**src/rtl/codificador_prioridade_if.sv**
```systemverilog
// Request/encoded-result bundle for the registered priority encoder.
// master drives the request side; slave is the encoder itself.
interface codificador_prioridade_if #(
    parameter int IN_WIDTH = 16
);
    localparam int OUT_WIDTH = $clog2(IN_WIDTH);

    logic                 en;
    logic [IN_WIDTH-1:0]  in;
    logic [OUT_WIDTH-1:0] out;
    logic                 valid;
    logic                 multi;

    modport master (
        output en,
        output in,
        input  out,
        input  valid,
        input  multi
    );

    modport slave (
        input  en,
        input  in,
        output out,
        output valid,
        output multi
    );
endinterface

```
**src/rtl/codificador_prioridade.sv**
```systemverilog
// Registered IN_WIDTH-to-log2 priority encoder: highest set request bit wins,
// with valid (any request) and multi (two or more requests) flags, one cycle latency.
module codificador_prioridade #(
    parameter int IN_WIDTH  = 16,
    parameter int OUT_WIDTH = $clog2(IN_WIDTH)
) (
    input logic                     clk,
    input logic                     rst_n,
    codificador_prioridade_if.slave bus
);

    logic [OUT_WIDTH-1:0] enc_idx;
    logic                 enc_valid;
    logic                 enc_multi;

    logic [OUT_WIDTH-1:0] out_d,   out_q;
    logic                 valid_d, valid_q;
    logic                 multi_d, multi_q;

    // Ascending scan so the last (highest) set bit overwrites earlier hits.
    always_comb begin
        // NOTE: default first so every path assigns enc_idx and no latch is inferred.
        enc_idx = '0;
        for (int i = 0; i < IN_WIDTH; i++) begin
            if (bus.in[i]) begin
                enc_idx = OUT_WIDTH'(i);
            end
        end
    end

    // Clearing the lowest set bit leaves something only if two or more were set.
    assign enc_valid = |bus.in;
    assign enc_multi = |(bus.in & (bus.in - IN_WIDTH'(1)));

    always_comb begin
        out_d   = out_q;
        valid_d = valid_q;
        multi_d = multi_q;
        if (bus.en) begin
            out_d   = enc_idx;
            valid_d = enc_valid;
            multi_d = enc_multi;
        end
    end

    // NOTE: sequential state uses non-blocking assignments so all flops update together.
    always_ff @(posedge clk or negedge rst_n) begin
        if (!rst_n) begin
            out_q   <= '0;
            valid_q <= 1'b0;
            multi_q <= 1'b0;
        end else begin
            out_q   <= out_d;
            valid_q <= valid_d;
            multi_q <= multi_d;
        end
    end

    assign bus.out   = out_q;
    assign bus.valid = valid_q;
    assign bus.multi = multi_q;

endmodule

```
**src/flat_wrapper.sv**
```systemverilog
// flat-port wrapper written by rule: the top's interface ports become plain ports
module codificador_prioridade_flat 
#(
    parameter int IN_WIDTH  = 16,
    parameter int OUT_WIDTH = $clog2(IN_WIDTH)
)
  (clk, rst_n, bus_en, bus_in, bus_out, bus_valid, bus_multi);
  codificador_prioridade_if #(.IN_WIDTH(IN_WIDTH)) bus_i ();
  input logic clk;
  input logic rst_n;
  input wire logic [$bits(bus_i.en)-1:0] bus_en;
  input wire logic [$bits(bus_i.in)-1:0] bus_in;
  output wire logic [$bits(bus_i.out)-1:0] bus_out;
  output wire logic [$bits(bus_i.valid)-1:0] bus_valid;
  output wire logic [$bits(bus_i.multi)-1:0] bus_multi;
  assign bus_i.en = bus_en;
  assign bus_i.in = bus_in;
  assign bus_out = bus_i.out;
  assign bus_valid = bus_i.valid;
  assign bus_multi = bus_i.multi;
  codificador_prioridade #(.IN_WIDTH(IN_WIDTH), .OUT_WIDTH(OUT_WIDTH)) u_core (.clk(clk), .rst_n(rst_n), .bus(bus_i));
endmodule
```
**config.mk**
```make
export PLATFORM = sky130hd
export DESIGN_NAME = codificador_prioridade_flat
export DESIGN_NICKNAME = d
export VERILOG_FILES = /design/src/rtl/codificador_prioridade_if.sv /design/src/rtl/codificador_prioridade.sv /design/src/flat_wrapper.sv
export SDC_FILE = /design/constraint.sdc
export NUM_CORES = 1
export LEC_CHECK = 0
export ABC_AREA = 1
export ABC_CLOCK_PERIOD_IN_PS = 800
export BUFFER_PORTS_ARGS = -buffer_cell sky130_fd_sc_hd__buf_4
export CORE_MARGIN = 1.5
export CORE_UTILIZATION = 30
export DETAILED_ROUTE_END_ITERATION = 12
export SYNTH_ARGS = -nofsm -noshare
export SYNTH_HDL_FRONTEND = slang
export SYNTH_SLANG_ARGS = --single-unit
```
**constraint.sdc**
```tcl
create_clock -name clk -period 0.8 [get_ports clk]
set_input_delay 0.08 -clock clk [delete_from_list [all_inputs] [get_ports clk]]
set_output_delay 0.08 -clock clk [all_outputs]
set_load 0.02 [all_outputs]
```
==> run metrics <==
status complete, but fails checks; failing checks setup timing; #FFs+latches synth 6; Layout Nets 169; Initial Util 0.321; pwr dens 923 mW/mm^2; peak supply drop 0.000723 V; # port buffers 24; Sink Count 6; pre-CTS setup slack -0.532 ns; post-route ant nets 0; leak pwr 0.543 nW; Buf/Inv on CP 2; final hold vios 0; DIE AREA 0.00211 sq mm; largest cells by area after synthesis dfrtp_1 27%, nand2_1 14%, inv_1 12%; Critical Path End Type flip-flop; Tightest Pin Transition 0.272 ns; Hold WC Path Type in -> async; CTS max path bufs 2; vias per cell 4.42; first-pass GRT wire length 2650 um; GR Overflow Total 0; sequential cell area 150 sq um; Routed WL 1580 um; final setup margin -0.245 ns; post-DP HPWL 1260 um; share of the synthesized area in the top cell type 0.271; worst clock skew 0 ns; Inserted Diodes 0; final core occ 0.646; Die Ht 46.0 um; Die Wd 46.0 um; Final period util 1.31; CTS clk-pin slew, worst paths 0.04 ns; Placed Cells 165; top cell type by total area after synthesis dfrtp_1; crit-path max FO 6; initial DRC count 9; routability cong. 0.837; syn avg cell area 5.96 sq um; Clk Latency, worst-skew pair 0.24 ns; crit-path cells buf_8 > nor2_4 > nand2_2 > nor2_4 > inv_2 > nor2_4 > a31oi_1 > nor3_1 > nand3_1 > nand2_1 > nand2_1; synthesized area 554 sq um; Period minus WS final 1.05 ns; DR pass1 iterations 4; Slew HR 0.818; cell mode on critical path nor2_4; Netlist cell types 17; Crit Path Class in -> reg; share of cells above drive strength 1 0.514; flop2flop setup slack 0.01 ns; layout overhead on the synthesized area 101%; total CTS buffers 3; syn_nets 112; max-slew violation count 0; fillcell total 167; Critical Path Start Type primary input; # IOs 25; final setup fails 8; H-Tree Level Count 1; Final Non-Filler Cells 173; via count 764; Gate Count Post-Synth 93; initial antenna violation count 0; Tot Pwr 1.03 mW; DRC viols 0; Multi-input gate area 407 sq um; placement row count 15; highest cell delay on the worst timing path 0.19 ns; RSZ-0062 raised after global routing true; CP delay by family, top simple AND/OR/NAND/NOR gates; Fmax 0.957 GHz; Worst path slowest cell nor3_1; vias in the first global route 699; GRT Total Usage 0.167; largest net degree at the start of global routing 7; CTS tree done; core area 0.00173 sq mm; Crit path arrival time 1.18 ns; max-cap violations 0; clk root buf clkbuf_4; Syn. warnings 0; Seq/Total Area, Yosys 0.271; DR WL/cell 9.11 um; Required @ worst endpoint 0.93 ns
==> sequential cells by signal, summed over array words and instances (netlist names) <==
| name | count |
|---|---|
| u_core.bus.out | 4 |
| u_core.bus.multi | 1 |
| u_core.bus.valid | 1 |
==> layer usage <==
layer,GRT usage,vias to the layer above,share of wire
met2,0.281,22,0.50
met5,0,-,0
met1,0.215,339,0.45
li1,-,401,-
met4,0.0343,0,0.0076
met3,0.0397,2,0.041
==> power breakdown <==
group	leakage, nW	internal (mW)	switching (mW)	total [mW]
clock	0.0138	0.170	0.108	0.278
sequential	0.0578	0.319	0.0105	0.330
combinational	0.471	0.230	0.191	0.421
==> metrics by stage <==
step / hold WS [ns] / setup TNS (ns) / instance area [sq um]
floorplan: -0.216 / -0.344 / 557
CTS: 0.183 / -0.624 / 1050
finish: 0.178 / -0.603 / 1110
global placement: -0.110 / -1.62 / 941
detailed placement: -0.109 / -1.66 / 941
global route: 0.184 / -0.974 / 1110
==> timing repair <==
action	CTS	global route
gates resized for setup	15	14
pin swaps	10	13
setup endpoints to repair	9	11
hold endpoints to repair	6	0
buffers inserted	3	1
cloned	0	0
hold buffers	1	0
==> cells in the mapped netlist <==
cell,instances
nor3_1,3
inv_1,17
nor2_2,4
o21ai_1,1
inv_2,1
maj3_1,1
a21oi_1,6
nor4_1,1
nor2_4,2
a31oi_1,3
nor2_1,16
dfrtp_1,6
o21ai_0,4
nand2_2,2
nand2_1,21
nor4_2,1
nand3_1,4
==> kinds of logic (layout without fill, tap and decap cells) <==
kind of cell	after synthesis	count (layout)	share of synthesized area
and+or+nand+nor	54	54	0.456
buffers and inverters	18	73	0.122
AOI/OAI and AO/OA	14	14	0.133
DFF	6	6	0.271
adders and majority gates	1	1	0.0181
==> cell type report <==
type	count	share of cell area
Timing Repair Buffer	52	0.389
Multi-Input combinational cell	69	0.365
Sequential cell	6	0.135
Inverter	18	0.0629
Tap cell	25	0.0281
Clock buffer	3	0.0202
==> final timing paths <==
kind | startpoint | to | cells past startpoint
max | bus_in[2] | u_core.bus.multi$_DFFE_PN0P_ | 11
min | rst_n | u_core.bus.out[2]$_DFFE_PN0P_ | 2
max reg2reg | u_core.bus.out[0]$_DFFE_PN0P_ | u_core.bus.out[0]$_DFFE_PN0P_ | 3
min reg2reg | u_core.bus.multi$_DFFE_PN0P_ | u_core.bus.multi$_DFFE_PN0P_ | 2
max in group asynchronous | rst_n | u_core.bus.out[0]$_DFFE_PN0P_ | 2
min in group clk | bus_en | u_core.bus.multi$_DFFE_PN0P_ | 4
==> placed cells by master, fill, tap and decap left out <==
cell           synthesis  routed
dfrtp_1                6       6
buf_4                  0      41
inv_2                  1       1
maj3_1                 1       1
dlygate4sd3_1          0       1
nor2_4                 2       9
nor3_1                 3       2
buf_6                  0       9
a21oi_2                0       1
a21oi_1                6       5
nor3_2                 0       1
nand2_2                2       6
clkbuf_4               0       3
inv_4                  0       1
nand2_1               21      17
inv_1                 17      16
nand3_1                4       4
o21ai_1                1       1
nor2_2                 4       1
nor2_1                16      12
buf_8                  0       1
a31oi_1                3       3
nor4_2                 1       2
o21ai_0                4       4
Note: power is estimated with default switching activity, not from simulation.
